## src/rtl/turn_scheduler.sv

```systemverilog
// turn_scheduler: alternates player/PC shot turns with a per-turn timeout,
// arbitrates one external board lookup per shot and keeps score to a winner.
module turn_scheduler #(
  parameter int TURN_CYCLES = 50_000_000,
  parameter int SHIPS       = 5
) (
  input  logic       clk,
  input  logic       rst,
  input  logic       start,
  input  logic       p_req,
  input  logic [5:0] p_coord,
  input  logic       pc_req,
  input  logic [5:0] pc_coord,
  output logic       bd_req,
  output logic [5:0] bd_addr,
  output logic       bd_side,
  input  logic       bd_ack,
  input  logic       bd_hit,
  output logic       p_ack,
  output logic       pc_ack,
  output logic       turn,
  output logic       timeout,
  output logic [3:0] hits_p,
  output logic [3:0] hits_pc,
  output logic [1:0] winner,
  output logic [2:0] fsm_state
);

  localparam int             TW      = $clog2(TURN_CYCLES);
  localparam logic [TW-1:0]  T_LOAD  = TW'(TURN_CYCLES - 1);
  localparam logic [3:0]     SHIPS_C = 4'(SHIPS);

  typedef enum logic [2:0] {
    IDLE      = 3'b000,
    P_TURN    = 3'b001,
    P_LOOK    = 3'b010,
    PC_TURN   = 3'b011,
    PC_LOOK   = 3'b100,
    GAME_OVER = 3'b101
  } state_e;

  state_e        state_q;
  logic [TW-1:0] timer_q;
  logic          bd_req_q;
  logic [5:0]    bd_addr_q;
  logic          bd_side_q;
  logic          p_ack_q;
  logic          pc_ack_q;
  logic          turn_q;
  logic          timeout_q;
  logic [3:0]    hits_p_q;
  logic [3:0]    hits_pc_q;
  logic [1:0]    winner_q;
  logic [3:0]    shot_cnt_s;
  logic [3:0]    hit_cnt_d;

  function automatic logic [3:0] sat_inc(input logic [3:0] v);
    if (v == 4'd15) begin
      sat_inc = 4'd15;
    end else begin
      sat_inc = v + 4'd1;
    end
  endfunction

  // Score the current shooter would reach if the pending lookup is a hit
  always_comb begin
    shot_cnt_s = 4'd0;
    if (turn_q) begin
      shot_cnt_s = hits_pc_q;
    end else begin
      shot_cnt_s = hits_p_q;
    end
    hit_cnt_d = sat_inc(shot_cnt_s);
  end

  // Turn FSM with turn timer and every registered output
  always_ff @(posedge clk or negedge rst) begin
    if (!rst) begin
      state_q   <= IDLE;
      timer_q   <= '0;
      bd_req_q  <= 1'b0;
      bd_addr_q <= 6'd0;
      bd_side_q <= 1'b0;
      p_ack_q   <= 1'b0;
      pc_ack_q  <= 1'b0;
      turn_q    <= 1'b0;
      timeout_q <= 1'b0;
      hits_p_q  <= 4'd0;
      hits_pc_q <= 4'd0;
      winner_q  <= 2'b00;
    end else begin
      p_ack_q   <= 1'b0;
      pc_ack_q  <= 1'b0;
      timeout_q <= 1'b0;
      case (state_q)
        IDLE, GAME_OVER: begin
          if (start) begin
            state_q   <= P_TURN;
            timer_q   <= T_LOAD;
            hits_p_q  <= 4'd0;
            hits_pc_q <= 4'd0;
            winner_q  <= 2'b00;
            turn_q    <= 1'b0;
          end
        end
        P_TURN: begin
          if (p_req) begin
            state_q   <= P_LOOK;
            bd_req_q  <= 1'b1;
            bd_addr_q <= p_coord;
            bd_side_q <= 1'b0;
          end else if (timer_q == '0) begin
            timeout_q <= 1'b1;
            state_q   <= PC_TURN;
            timer_q   <= T_LOAD;
            turn_q    <= 1'b1;
          end else begin
            timer_q <= timer_q - TW'(1);
          end
        end
        PC_TURN: begin
          if (pc_req) begin
            state_q   <= PC_LOOK;
            bd_req_q  <= 1'b1;
            bd_addr_q <= pc_coord;
            bd_side_q <= 1'b1;
          end else if (timer_q == '0) begin
            timeout_q <= 1'b1;
            state_q   <= P_TURN;
            timer_q   <= T_LOAD;
            turn_q    <= 1'b0;
          end else begin
            timer_q <= timer_q - TW'(1);
          end
        end
        // In a LOOK state turn_q already identifies the shooter
        P_LOOK, PC_LOOK: begin
          if (bd_ack) begin
            bd_req_q <= 1'b0;
            if (turn_q) begin
              pc_ack_q <= 1'b1;
            end else begin
              p_ack_q <= 1'b1;
            end
            if (bd_hit) begin
              if (turn_q) begin
                hits_pc_q <= hit_cnt_d;
              end else begin
                hits_p_q <= hit_cnt_d;
              end
              if (hit_cnt_d == SHIPS_C) begin
                state_q  <= GAME_OVER;
                winner_q <= turn_q ? 2'b10 : 2'b01;
              end else begin
                state_q <= turn_q ? PC_TURN : P_TURN;
                timer_q <= T_LOAD;
              end
            end else begin
              state_q <= turn_q ? P_TURN : PC_TURN;
              timer_q <= T_LOAD;
              turn_q  <= ~turn_q;
            end
          end
        end
        default: begin
          state_q  <= IDLE;
          bd_req_q <= 1'b0;
        end
      endcase
    end
  end

  assign bd_req    = bd_req_q;
  assign bd_addr   = bd_addr_q;
  assign bd_side   = bd_side_q;
  assign p_ack     = p_ack_q;
  assign pc_ack    = pc_ack_q;
  assign turn      = turn_q;
  assign timeout   = timeout_q;
  assign hits_p    = hits_p_q;
  assign hits_pc   = hits_pc_q;
  assign winner    = winner_q;
  assign fsm_state = state_q;

endmodule

```

## config.mk

```make
export PLATFORM = sky130hd
export DESIGN_NAME = turn_scheduler
export DESIGN_NICKNAME = d
export VERILOG_FILES = /design/src/rtl/turn_scheduler.sv
export SDC_FILE = /design/constraint.sdc
export NUM_CORES = 1
export LEC_CHECK = 0
export ABC_AREA = 1
export BUFFER_PORTS_ARGS = -buffer_cell sky130_fd_sc_hd__buf_2
export CAP_MARGIN = 30
export CORE_MARGIN = 8
export CORE_UTILIZATION = 40
export DETAILED_ROUTE_END_ITERATION = 8
export HOLD_SLACK_MARGIN = 0.12
export PLACE_DENSITY = 0.69
export SLEW_MARGIN = 20
export SYNTH_ARGS = -nofsm -noshare
export SYNTH_HDL_FRONTEND = slang
export SYNTH_SLANG_ARGS = --single-unit
export TNS_END_PERCENT = 10
```

## constraint.sdc

```tcl
create_clock -name clk -period 2.65 [get_ports clk]
set_clock_uncertainty 0.2 [all_clocks]
set_input_delay 0.53 -clock clk [delete_from_list [all_inputs] [get_ports clk]]
set_output_delay 0.53 -clock clk [all_outputs]
set_load 0.02 [all_outputs]
```

# Word-level counts from Yosys, hierarchy flattened
# Cells that the tools add are included.
[classes]
add_sub_neg = 2
n_eq_ne = 23
muxes = 63
bitwise = 2
reduce_logical = 15
[op_table]
columns = ["op", "n"]
rows = [
  ["$mux W26", 7],
  ["$pmux W26 S4", 1],
  ["$mux W4", 9],
  ["$logic_not A26 Y1", 1],
  ["$ne A2 B2 Y1 const B", 13],
  ["$sub A26 B1 Y26 const B", 1],
  ["$mux W3", 8],
  ["$mux W1", 20],
  ["$pmux W4 S2", 2],
  ["$reduce_and A5 Y1", 3],
  ["$mux W2", 7],
  ["$mux W6", 2],
  ["$pmux W3 S4", 1],
  ["$pmux W6 S2", 1],
  ["$ne A3 B3 Y1 const B", 3],
  ["$pmux W1 S4", 2],
  ["$reduce_and A4 Y1", 2],
  ["$reduce_and A8 Y1", 1],
  ["$eq A3 B2 Y1 const B", 2],
  ["$eq A3 B3 Y1 const B", 2],
  ["$reduce_and A6 Y1", 1],
  ["$add A4 B1 Y4 const B", 1],
  ["$eq A4 B3 Y1 const B", 1],
  ["$eq A4 B4 Y1 const B", 1],
  ["9 further kinds", 13],
]
[word_totals]
ff_bits = 51
input_bits = 19
out_inout_bits = 25

# Longest topological paths before layout
[logic_depth]
word_depth = 8
depth_mapped = 13
ltp_nobuf = 13

# Least setup slack after synthesis
# Ideal clock, no wire load.
[synth_path]
kind = "reg-to-reg"
start = "register turn_q (netlist: turn)"
end = "register timer_q[11]"
arrival_time_ps = 1813
slack_ps = 520
path_stages_with_launch = 12
path_buffers = 1
synth_period_minus_slack_ps = 2130
cell_sequence = "dfrtp_1 > inv_2 > nand2_1 > nand2_2 > ha_1 > a21oi_1 > nor2_1 > nor2_2 > nand3_4 > buf_2 > nand3_1 > nand2_1"
[synth_via]
elab_chain_cells = 6
[synth_rtl]
columns = ["element", "line_no", "rtl"]
rows = [
  ["from (decl)", "49", "logic turn_q;"],
  ["from (signal assigned)", "161", "turn_q <= ~turn_q;"],
  ["$mux W4 (*)", "68", "if (turn_q) begin"],
  ["$add A4 B1 Y4 or $eq A4 B4 Y1 (tied branches)", "61, 58", ""],
  ["$mux W4 (*)", "58", "if (v == 4'd15) begin"],
  ["$eq A4 B3 Y1 (*)", "151", "if (hit_cnt_d == SHIPS_C) begin"],
  ["$ne A3 B3 Y1 (no line) (*)", "n/a", ""],
  ["$reduce_and A6 Y1 (no line) (*)", "n/a", ""],
  ["to (signal assigned)", "118", "timer_q <= timer_q - TW'(1);"],
  ["to (signal assigned)", "133", "timer_q <= timer_q - TW'(1);"],
  ["to (decl)", "43", "logic [TW-1:0] timer_q;"],
]
# Every way passes the cells marked *; elsewhere a longest branch is shown, timed or not.
# A chain may end at the register's enable or synchronous reset.

# Worst setup path in the final report
[layout_path]
start = "register turn_q (netlist: turn)"
end = "register timer_q[18]"
# Same word-level chain as after synthesis.

==> flow_summary.ini <==
[global_route]
met1_usage_pct = 19.6
gr-total-overflow = 0
grt_pass1_wl_mm = 15.4
busiest_layer = met2
antenna_found_initial = 0
grt_max_degree = 26
met3_usage_pct = 3.96
grt_pass1_vias = 3288
met2_usage_pct = 26.9
grtUsageTotal_pct = 15.9

[timing]
rsz0062_at_grt = no
setup_viol = 0
finalCriticalPeriod_ns = 2.45
fmax_ghz = 0.409
fin_crit_sh_pct = 92.3
slew_violations = 0
hold_viol_final = 0
slew_headroom_pct = 62.9
finalSetupTns_ns = 0
worst_pin_slew_ns = 0.557
worst_slack_ns = 0.203

[synth]
async_flop_share_pct = 100
synth_area_per_cell_um2 = 6.64
yosys_warnings = 0
synth_cell_types = 27
ys_top_cells_by_count = nand2_1 (177), nor2_1 (65), nand3_1 (59), dfrtp_1 (51), inv_1 (49)
synth_area_leaders = dfrtp_1 (39%), nand2_1 (20%), nand3_1 (8.9%), nor2_1 (7.4%), inv_1 (5.5%)
synth_nets = 520
synth-edff-count = 0
synth_top_area_cell = dfrtp_1
syn-cell-area_um2 = 3310
yosysTopAreaCellShare_pct = 38.5
synth_flop_cell = dfrtp_1
ys_seq_elements = 51
yosysMostFrequentCell = nand2_1
synth_cells = 499
ys_seq_area_share_pct = 38.5

[power]
leakage_nw = 1.98
vdd.ir_drop.worst_mv = 0.695
pwr_density_cell_nw_per_um2 = 1110

[min_path]
hold_start = pc_coord[5]
min_path_cells = 3
min_to = bd_addr[5]
hold_class = primary input to flop

[routing]
wire_per_inst_um = 13.5
routed_via_density = 5.15
vias = 3372
dr.first_iter.drc_count = 220
dr.pass1.iters = 4
postRouteAntennaNets = 0
drt-total-wl_mm = 8.88
drcViolationCount = 0

[clock_tree]
clk_pin_slew_ns = 0.11
cts_tree = built
clock_latency_ns = 0.32
cts_sinks = 51
numCtsBuffers = 5
cts_htree_levels = 2
clock-root-buffer = clkbuf_8
clockBufferDepth = 2

[finish]
areaGrowthSynthToFinish_pct = 13.4
drive_above_1_share_pct = 15.5
fin_nets = 570
antennaDiodeCount = 0

[worst_setup_path]
criticalPathCategory = flop to flop
reg2reg_to = timer_q[18]
r2r-start = turn
cp.arrival_ns = 2.46
cp.buffers_inverters = 3
crit_slowest_cell = dfrtp_1
cp_top_family = simple AND/OR/NAND/NOR gates
rrSetupSlack_ns = 0.20
slowest_delay_ns = 0.49
crit_path_cell_trace = inv_2 -> nand2_1 -> nand2_2 -> ha_1 -> inv_1 -> nand3_1 -> o21ai_1 -> nor2_2 -> nand3_4 -> buf_4 -> nand3_1 -> nand2_1
r2r_cells = 12
cp_data_required_time_ns = 2.67
crit_fanout = 11
worst_setup_path_start_kind = flop
end_kind = flop

[flow_run]
maxCapViolations = 0

[floorplan]
die_y_um = 107
start_util_pct = 40.7
die_area_um2 = 11500
die_w_um = 107
ios = 44
core_area_um2 = 8130
rows = 33

[run_status]
status = complete, no violations

[placed_design]
pre_cts_ws_ns = 0.215
hpwl_mm = 6.62
port_buffers = 43
finalWeightedCongestion = 0.910
[stage by stage]
stage          utilization (%)  hold WS, ns  power [W]  area (um^2)  instances
6_report                  46.2        0.253    0.00419         3760        655
2_1_floorplan                -       0.0344    0.00317         3310        499
3_5_place_dp              44.7        0.265    0.00369         3640        645
3_3_place_gp              44.7        0.255    0.00365         3640        645
4_1_cts                   46.0        0.248    0.00419         3740        654
5_1_grt                   46.2        0.268    0.00460         3760        655
[cell families after synthesis]
kind of cell    share of synthesized area [%]
buf+inv                                  8.76
compound gates                           5.13
fa+ha+maj                               0.755
flops                                    38.5
xor+xnor                                0.529
simple gates                             46.3
[layout make-up]
cell class              instances  area, um^2
flip-flops and latches         51        1280
fillers                       831        4380
multi-input cells             385        1770
clock inverters                 3        22.5
inverters                      53         199
clock buffers                   5        68.8
well taps                     105         131
repair buffers                 53         293
[cell usage in the layout, fill, tap and decap left out, drive strengths merged, types with 4 or more instances in the layout]
master,synthesis,layout
dfrtp,51,51
buf,11,52
nor2,73,73
nand3,61,62
or2,4,4
o21ai,18,18
nand4,19,19
a21oi,4,4
a31oi,6,6
nor3,8,8
inv,53,55
clkbuf,0,5
nand2,183,183
[power breakdown]
| part | internal, W | switching [W] | leakage (nW) |
|---|---|---|---|
| registers | 0.00107 | 0.000277 | 0.636 |
| clock network | 0.000192 | 0.000298 | 0.0489 |
| logic | 0.000767 | 0.00159 | 1.30 |
[worst reg2reg max path, delay by kind of cell, from the launching register on]
family	cells	cell delay, ns
simple gates	7	0.87
flops	1	0.49
buf+inv	3	0.47
fa+ha+maj	1	0.23
compound gates	1	0.09
[worst max path at each step]
stage / slack (ns) / end / startpoint / depth (start not counted)
after floorplan: 0.52 / timer_q[11] / turn / 11
after global placement: 0.34 / timer_q[25] / turn / 12
after detailed placement: 0.22 / timer_q[18] / turn / 12
after CTS: 0.19 / timer_q[18] / turn / 12
after global routing: 0.02 / timer_q[23] / turn / 12
final: 0.20 / timer_q[18] / turn / 12
[sequential cells by signal (all words and copies together) (netlist names)]
register / count
timer_q: 26
bd_addr: 6
hits_p: 4
hits_pc: 4
fsm_state: 3
winner: 2
bd_req: 1
bd_side: 1
p_ack: 1
pc_ack: 1
timeout: 1
turn: 1
[metal layers]
layer | up-vias | part of all wire [%]
met4 | 0 | 1.3
met5 | - | 0
met2 | 87 | 47
met3 | 12 | 5.7
li1 | 1704 | -
met1 | 1569 | 46
[timing repair]
item                       CTS  global route
gates resized for setup      0             1
hold endpoints to repair    21             0
hold buffers                 1             0
setup endpoints to repair    0            25
setup buffers                0             0
Power figures use the tool's default switching activity.
